File: src/rtl/pvci_can_pkg.sv
// ============================================================================
//  Package : pvci_can_pkg
//  Brief   : Register map, control/status bit positions and the CAN TX frame
//            type shared by the PVCI CAN transmit buffer.
//  Rev     : 1.0  initial release
// ============================================================================
`default_nettype none

package pvci_can_pkg;

    localparam logic [7:0] c_ADDR_CTRL   = 8'h00;
    localparam logic [7:0] c_ADDR_STATUS = 8'h01;
    localparam logic [7:0] c_ADDR_LEVEL  = 8'h02;
    localparam logic [7:0] c_ADDR_ID_HI  = 8'h03;
    localparam logic [7:0] c_ADDR_ID_LO  = 8'h04;
    localparam logic [7:0] c_ADDR_DATA0  = 8'h05;
    localparam logic [7:0] c_ADDR_DATA7  = 8'h0C;
    localparam logic [7:0] c_ADDR_IRQ_EN = 8'h0D;

    localparam int c_CTRL_COMMIT  = 0;
    localparam int c_CTRL_FLUSH   = 1;
    localparam int c_CTRL_CLR_OVF = 2;

    localparam int c_STAT_FULL  = 0;
    localparam int c_STAT_EMPTY = 1;
    localparam int c_STAT_OVF   = 2;
    localparam int c_STAT_IRQ   = 3;

    typedef struct packed {
        logic [10:0] id;
        logic        rtr;
        logic [3:0]  dlc;
        logic [63:0] data;
    } can_frame_t;

    localparam int FRAME_W = $bits(can_frame_t);

endpackage

`default_nettype wire

File: src/rtl/can_frame_fifo.sv
// ============================================================================
//  Module  : can_frame_fifo
//  Brief   : DEPTH x WIDTH register-array FIFO with flush and simultaneous
//            push/pop, including push into a full FIFO when the head pops.
//  Rev     : 1.0  initial release
// ============================================================================
`default_nettype none

module can_frame_fifo #(
    parameter int DEPTH = 4,
    parameter int WIDTH = 80,
    localparam int AW   = $clog2(DEPTH)
) (
    input  logic             clk,
    input  logic             rst_n,
    input  logic             i_push,
    input  logic             i_pop,
    input  logic             i_flush,
    input  logic [WIDTH-1:0] i_data,
    output logic             o_full,
    output logic             o_empty,
    output logic [AW:0]      o_level,
    output logic [WIDTH-1:0] o_head
);

    localparam logic [AW-1:0] c_PTR_ONE  = {{(AW-1){1'b0}}, 1'b1};
    localparam logic [AW:0]   c_LVL_ONE  = {{AW{1'b0}}, 1'b1};
    localparam logic [AW:0]   c_LVL_FULL = (AW+1)'(DEPTH);

    logic [WIDTH-1:0] r_mem [DEPTH];
    logic [AW-1:0]    r_wr_ptr;
    logic [AW-1:0]    r_rd_ptr;
    logic [AW:0]      r_level;

    logic w_pop_ok;
    logic w_push_ok;

    assign o_full    = (r_level == c_LVL_FULL);
    assign o_empty   = (r_level == '0);
    assign o_level   = r_level;
    assign o_head    = r_mem[r_rd_ptr];

    // A full FIFO still accepts a push when the head leaves at the same edge.
    assign w_pop_ok  = i_pop & ~o_empty;
    assign w_push_ok = i_push & (~o_full | w_pop_ok);

    always_ff @(posedge clk or negedge rst_n) begin
        if (!rst_n) begin
            r_wr_ptr <= '0;
            r_rd_ptr <= '0;
            r_level  <= '0;
            for (int i = 0; i < DEPTH; i++) begin
                r_mem[i] <= '0;
            end
        end else if (i_flush) begin
            r_wr_ptr <= '0;
            r_rd_ptr <= '0;
            r_level  <= '0;
        end else begin
            if (w_push_ok) begin
                r_mem[r_wr_ptr] <= i_data;
                r_wr_ptr        <= r_wr_ptr + c_PTR_ONE;
            end
            if (w_pop_ok) begin
                r_rd_ptr <= r_rd_ptr + c_PTR_ONE;
            end
            case ({w_push_ok, w_pop_ok})
                2'b10:   r_level <= r_level + c_LVL_ONE;
                2'b01:   r_level <= r_level - c_LVL_ONE;
                default: r_level <= r_level;
            endcase
        end
    end

endmodule

`default_nettype wire

File: src/rtl/pvci_can_txbuf.sv
// ============================================================================
//  Module  : pvci_can_txbuf
//  Brief   : PVCI register slave that stages CAN TX frames and commits them
//            into a frame FIFO drained by the CAN core via valid/ready.
//            Optional empty interrupt: define CAN_TXBUF_IRQ_EN.
//  Rev     : 1.0  initial release
// ============================================================================
`default_nettype none

module pvci_can_txbuf
    import pvci_can_pkg::*;
#(
    parameter int DEPTH = 4
) (
    input  logic        pclk,
    input  logic        presetn,
    input  logic [7:0]  pvci_addr,
    input  logic [7:0]  pvci_wd,
    input  logic        pvci_valid,
    input  logic        pvci_rd,
    output logic [7:0]  pvci_rdata,
    output logic        tx_valid,
    input  logic        tx_ready,
    output logic [10:0] tx_id,
    output logic        tx_rtr,
    output logic [3:0]  tx_dlc,
    output logic [63:0] tx_data
`ifdef CAN_TXBUF_IRQ_EN
    ,
    output logic        irq
`endif
);

    localparam int          LW        = $clog2(DEPTH) + 1;
    localparam logic [LW-1:0] c_LVL_ONE = {{(LW-1){1'b0}}, 1'b1};

    logic [7:0] r_id_hi;
    logic [7:0] r_id_lo;
    logic [7:0] r_data [8];
    logic       r_ovf;

    logic          w_wr;
    logic          w_ctrl_wr;
    logic          w_commit;
    logic          w_flush;
    logic          w_clr_ovf;
    logic          w_pop;
    logic          w_full;
    logic          w_empty;
    logic [LW-1:0] w_level;
    logic          w_data_hit;
    logic [2:0]    w_data_idx;
    logic          w_ovf_set;
    logic          w_irq_pend;
    can_frame_t    w_stage;
    can_frame_t    w_head;

    assign w_wr       = pvci_valid & ~pvci_rd;
    assign w_ctrl_wr  = w_wr && (pvci_addr == c_ADDR_CTRL);
    assign w_commit   = w_ctrl_wr & pvci_wd[c_CTRL_COMMIT];
    assign w_flush    = w_ctrl_wr & pvci_wd[c_CTRL_FLUSH];
    assign w_clr_ovf  = w_ctrl_wr & pvci_wd[c_CTRL_CLR_OVF];
    assign w_pop      = tx_valid & tx_ready;
    assign w_data_hit = (pvci_addr >= c_ADDR_DATA0) && (pvci_addr <= c_ADDR_DATA7);
    // Low three address bits minus 5 wrap to 0..7 over the DATA window.
    assign w_data_idx = pvci_addr[2:0] - 3'd5;
    assign w_ovf_set  = w_commit & ~w_flush & w_full & ~w_pop;

    assign w_stage.id   = {r_id_hi, r_id_lo[7:5]};
    assign w_stage.rtr  = r_id_lo[4];
    assign w_stage.dlc  = r_id_lo[3:0];
    assign w_stage.data = {r_data[7], r_data[6], r_data[5], r_data[4],
                           r_data[3], r_data[2], r_data[1], r_data[0]};

    can_frame_fifo #(
        .DEPTH (DEPTH),
        .WIDTH (FRAME_W)
    ) u_fifo (
        .clk     (pclk),
        .rst_n   (presetn),
        .i_push  (w_commit & ~w_flush),
        .i_pop   (w_pop),
        .i_flush (w_flush),
        .i_data  (w_stage),
        .o_full  (w_full),
        .o_empty (w_empty),
        .o_level (w_level),
        .o_head  (w_head)
    );

    // Head fields are forced to zero whenever no frame is presented.
    assign tx_valid = ~w_empty;
    assign tx_id    = tx_valid ? w_head.id   : '0;
    assign tx_rtr   = tx_valid ? w_head.rtr  : 1'b0;
    assign tx_dlc   = tx_valid ? w_head.dlc  : '0;
    assign tx_data  = tx_valid ? w_head.data : '0;

    always_ff @(posedge pclk or negedge presetn) begin
        if (!presetn) begin
            r_id_hi <= '0;
            r_id_lo <= '0;
            r_ovf   <= 1'b0;
            for (int i = 0; i < 8; i++) begin
                r_data[i] <= '0;
            end
        end else begin
            if (w_wr && (pvci_addr == c_ADDR_ID_HI)) r_id_hi <= pvci_wd;
            if (w_wr && (pvci_addr == c_ADDR_ID_LO)) r_id_lo <= pvci_wd;
            if (w_wr && w_data_hit) r_data[w_data_idx] <= pvci_wd;
            if (w_ovf_set) begin
                r_ovf <= 1'b1;
            end else if (w_clr_ovf) begin
                r_ovf <= 1'b0;
            end
        end
    end

`ifdef CAN_TXBUF_IRQ_EN
    logic r_irq_en;
    logic r_irq_pend;
    logic r_irq;
    logic w_to_empty;
    logic w_pend_clr;

    // Only a pop that leaves the FIFO empty raises the interrupt; a flush does not.
    assign w_to_empty = w_pop & ~w_flush & ~w_commit & (w_level == c_LVL_ONE);
    assign w_pend_clr = w_wr && (pvci_addr == c_ADDR_STATUS) && pvci_wd[c_STAT_IRQ];
    assign w_irq_pend = r_irq_pend;
    assign irq        = r_irq;

    always_ff @(posedge pclk or negedge presetn) begin
        if (!presetn) begin
            r_irq_en   <= 1'b0;
            r_irq_pend <= 1'b0;
            r_irq      <= 1'b0;
        end else begin
            if (w_wr && (pvci_addr == c_ADDR_IRQ_EN)) r_irq_en <= pvci_wd[0];
            if (w_to_empty) begin
                r_irq_pend <= 1'b1;
            end else if (w_pend_clr) begin
                r_irq_pend <= 1'b0;
            end
            r_irq <= r_irq_pend & r_irq_en;
        end
    end
`else
    assign w_irq_pend = 1'b0;
`endif

    always_comb begin
        pvci_rdata = 8'h00;
        case (pvci_addr)
            c_ADDR_STATUS: pvci_rdata = {4'b0000, w_irq_pend, r_ovf, w_empty, w_full};
            c_ADDR_LEVEL:  pvci_rdata = 8'(w_level);
            c_ADDR_ID_HI:  pvci_rdata = r_id_hi;
            c_ADDR_ID_LO:  pvci_rdata = r_id_lo;
`ifdef CAN_TXBUF_IRQ_EN
            c_ADDR_IRQ_EN: pvci_rdata = {7'b0000000, r_irq_en};
`endif
            default: begin
                if (w_data_hit) pvci_rdata = r_data[w_data_idx];
            end
        endcase
    end

endmodule

`default_nettype wire

File: config.mk
export PLATFORM = sky130hd
export DESIGN_NAME = pvci_can_txbuf
export DESIGN_NICKNAME = d
export VERILOG_FILES = /design/src/rtl/pvci_can_pkg.sv /design/src/rtl/can_frame_fifo.sv /design/src/rtl/pvci_can_txbuf.sv
export SDC_FILE = /design/constraint.sdc
export NUM_CORES = 1
export LEC_CHECK = 0
export CORE_MARGIN = 4
export CORE_UTILIZATION = 60
export DETAILED_ROUTE_END_ITERATION = 16
export PLACE_DENSITY = 0.8
export RECOVER_POWER = 100
export SYNTH_ARGS = -nofsm -noshare
export SYNTH_HDL_FRONTEND = slang
export SYNTH_SLANG_ARGS = --single-unit
File: constraint.sdc
create_clock -name pclk -period 5.2 [get_ports pclk]
set_clock_uncertainty 0.1 [all_clocks]
set_input_delay 1.3 -clock pclk [delete_from_list [all_inputs] [get_ports pclk]]
set_output_delay 1.3 -clock pclk [all_outputs]
set_load 0.02 [all_outputs]
# After elaboration in Yosys (flattened, before gate mapping)
# Cells that the tools add are included.
[word_totals] reg_bits=408 input_bits=21 out_inout_bits=89
[classes] addsub=5 n_lt_le_gt_ge=7 n_eq_ne=7 mux=26 n_bitwise=19 reduce_logical=14
[op_table] operator="bitwise mux 320 bit" count=1
[op_table] operator="two-way mux 80 bit" count=3
[op_table] operator="binary-select mux 80 bit (select 2 bit)" count=1
[op_table] operator="demux 80 bit (select 2 bit)" count=1
[op_table] operator="bitwise mux 64 bit" count=1
[op_table] operator="two-way mux 64 bit" count=1
[op_table] operator="two-way mux 8 bit" count=4
[op_table] operator="case mux 8 bit (4 select lines)" count=1
[op_table] operator="binary-select mux 8 bit (select 3 bit)" count=1
[op_table] operator="demux 8 bit (select 3 bit)" count=1
[op_table] operator="== test 8 x 2 -> 1 bit (second input constant)" count=2
[op_table] operator="two-way mux 11 bit" count=1
[op_table] operator="bitwise AND 1 bit" count=10
[op_table] operator="== test 8 x 1 -> 1 bit (second input constant)" count=1
[op_table] operator="== test 8 x 3 -> 1 bit (second input constant)" count=1
[op_table] operator=">= comparator 8 x 3 -> 1 bit (second input constant)" count=1
[op_table] operator="less-or-equal comparator 8 x 4 -> 1 bit (second input constant)" count=1
[op_table] operator="logical NOT 8 bit" count=1
[op_table] operator="two-way mux 2 bit" count=4
[op_table] operator="logical AND 1 bit" count=7
[op_table] operator=">= comparator 3 bit (second input constant)" count=2
[op_table] operator="NOT 2 -> 3 bit" count=2
[op_table] operator="case mux 3 bit (2 select lines)" count=1
[op_table] operator="nonzero test 2 bit" count=3
[op_table] operator="19 further kinds" count=26

# Longest topological paths before layout
[logic_depth] depth_word=10 depth_mapped=13 mapped_depth_nobuf=10

# Modules after synthesis
# A second synthesis with hierarchy kept.
[hier_totals] hier_cells=1204 hier_area_um2=18926.9
[by_module_without_submodules] mod="can_frame_fifo" instances=1 cells_each=835 area_per_inst_um2=14390.1 seq_area_each_um2=8182.8
[by_module_without_submodules] mod="pvci_can_txbuf" instances=1 cells_each=369 area_per_inst_um2=4536.9 seq_area_each_um2=2026.9

# Least setup slack after synthesis
# No wires, ideal clock.
[synth_timing] path_type="input-to-output" from="input port pvci_addr[0]" to="output port pvci_rdata[3]" arrival_ps=3677 required_ps=3800 path_slack_ps=123 path_stages=7 path_buffers=2 cell_sequence="clkbuf_1 > clkinv_1 > ha_1 > buf_2 > xor2_1 > mux4_2 > o32ai_1"
[synth_between] elab_chain_len=7 word_cells_on_any_way=14 cone_classes="add/sub: 1; order compare: 2; eq/ne: 4; mux: 5; bitwise: 1; reduce/logical: 1"
[synth_rtl] item="from (decl)" line_no="pvci_can_txbuf.sv:17" rtl="input logic [7:0] pvci_addr,"
[synth_rtl] item="subtractor 3 bit" line_no="pvci_can_txbuf.sv:66" rtl="assign w_data_idx = pvci_addr[2:0] - 3'd5;"
[synth_rtl] item="NOT 3 -> 4 bit (implied by the code)" line_no="pvci_can_txbuf.sv:161" rtl="if (w_data_hit) pvci_rdata = r_data[w_data_idx];"
[synth_rtl] item="binary-select mux 8 bit (select 3 bit)" line_no="pvci_can_txbuf.sv:161"
[synth_rtl] item="two-way mux 8 bit (implied by the code) (2 in a row)" line_no="pvci_can_txbuf.sv:161"
[synth_rtl] item="two-way mux 8 bit" line_no="pvci_can_txbuf.sv:161"
[synth_rtl] item="case mux 8 bit (4 select lines) *" line_no="pvci_can_txbuf.sv:152" rtl="case (pvci_addr)"
[synth_rtl] item="to (decl)" line_no="pvci_can_txbuf.sv:21" rtl="output logic [7:0] pvci_rdata,"
# Mark *: on every way between the ends. The rest lies on a longest branch, timed or not. The select of a mux whose other input is x is not followed.

# Worst setup path after layout
[layout_timing] from="input port pvci_addr[1]" to="output port pvci_rdata[0]"
# Same word-level chain as after synthesis.

==> metrics.txt <==
status finished with violations; failing checks max-capacitance violations, max-slew violations; Hold Path End u_fifo.r_mem[145]; Iteration-0 DRC Markers 783; DRC Markers 0; TritonCTS buffer count 42; CP startpoint kind input port; H-tree levels 2; R2R Path End u_fifo.r_mem[105]; Final min period 5.15 ns; ys flop type dfrtp_1; pins over their slew limit 128; most common cell after layout, fill and taps aside dfrtp_1; Routed Antenna Nets 0; CP Data Required Time 3.80 ns; Post-DP HPWL 27.4 mm; Slew headroom -102%; first-pass GRT wire length 70.2 mm; share of Yosys cell area claimed by the top area cell type 54.2%; EDFF count, synth 0; global route overflow 0; power density cells 339 mW/mm^2; RSZ-0062 raised after global routing no; Synth area leader dfrtp_1; initial antenna violation count 1; hold_buf cts 0; Avg Inst Size Synth 15.1 sq um; Slowest cell on crit path clkdlybuf4s50_1; area grow syn2layout 16.0%; Min-Delay Path Class flop to flop; Worst VDD drop 0.267 mV; most used cell, CP buf_4; CTS root buf clkbuf_16; IO buf count 109; CP Cell Sequence clkdlybuf4s50_1, inv_1, ha_4, buf_4, mux2_2, a221o_1, o21ai_0, o211ai_1, buf_4, dlygate4sd2_1; top fanout value on the critical path 7; largest cells by area after synthesis dfrtp_1, mux2_2, mux4_2; Critical Path Start pvci_addr[1]; fin worst setup slack 0.0548 ns; synth unique cells 62; clock buffer depth 3; via density per instance 6.28; Reg-to-Reg Start u_fifo.o_level[0]; async set-reset flop share out of synthesis 100%; core footprint 0.0307 sq mm; Critical Path Sink Type output pin; Worst Path Arrival 3.75 ns; TritonCTS clock tree done; Fillers 2078; Slew @ Worst Pin 3.03 ns; Post-Synthesis Cells 1252; hold depth 1; Final setup violation count 0; Total GRT Usage 26.5%; final hold vios 0; WS Path Type input port to output pin; largest net degree at the start of global routing 120; Mapped Nets 1283; # Max-Cap Violations 2; cell area after synthesis 0.0188 sq mm; share of cells above drive strength 1 41.3%; Synth Register Bits 408; Row Count 64; IO Pins 110; min-delay src u_fifo.r_mem[145]; Pleak 0.0108 uW; number of global-route vias before repair 12200; Die X 185 um; Placement Setup Slack -0.386 ns; die footprint 0.0343 sq mm; Synth warnings 0; sequential element share of the synthesized area 54.2%; CP max stage delay 0.54 ns; reg2reg setup slack 1.93 ns; most frequent cells in the layout dfrtp_1, mux2_2, mux4_2, and2_1, clkdlybuf4s50_1; Die Ht 185 um; gpl congestion 0.941; Post-CTS Setup Bufs 0; nets 1400; Fmax achieved 194 MHz; Ant. Diodes 0; Routed WL per cell 24.7 um; Post-Route WL 44.2 mm; worst r2r path cells 6; CTS clk-pin slew, worst paths 0.06 ns; fin crit share 98.9%; Starting Density 61.3%; Sink Count 408; Initial DRT Pass Iterations 5; Setup TNS Final 0 ns; clock latency on the worst-skew pair 0.53 ns; vias post-DR 11300
==> worst max path at each step <==
stage	end	slack (ns)	cells past startpoint
5_1_grt	pvci_rdata[0]	0.01	10
3_5_place_dp	pvci_rdata[3]	-0.39	9
2_1_floorplan	pvci_rdata[3]	0.12	7
4_1_cts	pvci_rdata[0]	0.01	10
6_report	pvci_rdata[0]	0.05	10
3_3_place_gp	pvci_rdata[5]	-0.39	10
==> kinds of logic (layout without fill, tap and decap cells) <==
kind of cell	count (synthesis)	count (layout)	share of synthesized area, %
muxes	497	497	34.6
buffers and inverters	96	241	2.32
AOI/OAI and AO/OA	56	56	2.08
and+or+nand+nor	177	177	5.74
DFF	408	408	54.2
xor gates and xnor gates	8	8	0.372
adders and majority gates	10	10	0.704
==> Yosys cell counts (5+ instances only) <==
library cell / instances
dfrtp_1: 408
buf_1: 7
a21oi_1: 10
nor3b_1: 7
and2_1: 84
clkbuf_1: 30
nor2_1: 16
o21ai_0: 12
mux4_2: 81
xnor2_1: 5
nand3_1: 8
nor3_1: 7
nor2b_1: 8
nand2_1: 14
or3_1: 5
mux2_4: 8
ha_1: 9
mux2_2: 364
buf_2: 52
mux2i_1: 12
mux2_1: 32
==> flip-flops by register name, summed over array words and instances (netlist names) <==
signal,cells
u_fifo.o_level,3
u_fifo.r_mem,320
u_fifo.r_rd_ptr,2
r_data,64
r_ovf,1
r_id_lo,8
r_id_hi,8
u_fifo.r_wr_ptr,2
==> critical path: cells and delay by family <==
kind	cells	cell delay, ns
buffers and inverters	5	1.24
AO/OA/AOI/OAI	3	0.57
multiplexers	1	0.32
adder cells (fa/ha/maj)	1	0.31
==> power breakdown <==
part           total, uW  internal, uW  leakage [uW]  switching (uW)
clock network       3080          1870      0.000704            1210
logic                960           402       0.00443             558
registers           3370          3220       0.00568             146
total               7400          5490        0.0108            1910
==> per-stage QoR <==
step | cell area [sq um] | total power (uW) | utilization, % | hold slack [ns] | std cells
finish | 21900 | 7400 | 71.1 | 0.391 | 1793
floorplan | 18800 | 4030 | - | 0.359 | 1252
CTS | 22000 | 7490 | 71.6 | 0.391 | 1793
detailed placement | 20600 | 4400 | 66.9 | 0.378 | 1721
global route | 21900 | 7680 | 71.1 | 0.402 | 1793
global placement | 20600 | 4380 | 66.9 | 0.368 | 1721
==> per-layer routing <==
layer	vias to the layer above	wire length, um	GRT usage (%)
met1	6061	19500	38.1
li1	4836	-	-
met3	67	2020	3.46
met2	305	21700	43.9
met4	0	964	6.02
met5	-	0	0
==> layout make-up <==
type	instances	area [sq um]	share of cell area (%)
multi-input cells	748	8210	37.6
repair buffers	164	1500	6.84
flip-flops and latches	408	10200	46.7
clock buffers	64	1310	5.97
inverters	5	20.0	0.0915
well taps	396	495	2.27
clock inverters	8	121	0.555
==> what timing repair did <==
action,in CTS,in global routing
resized for setup,15,4
hold endpoints to repair,0,0
endpoints found under the setup margin,8,6
(Power assumes the default switching activity.)
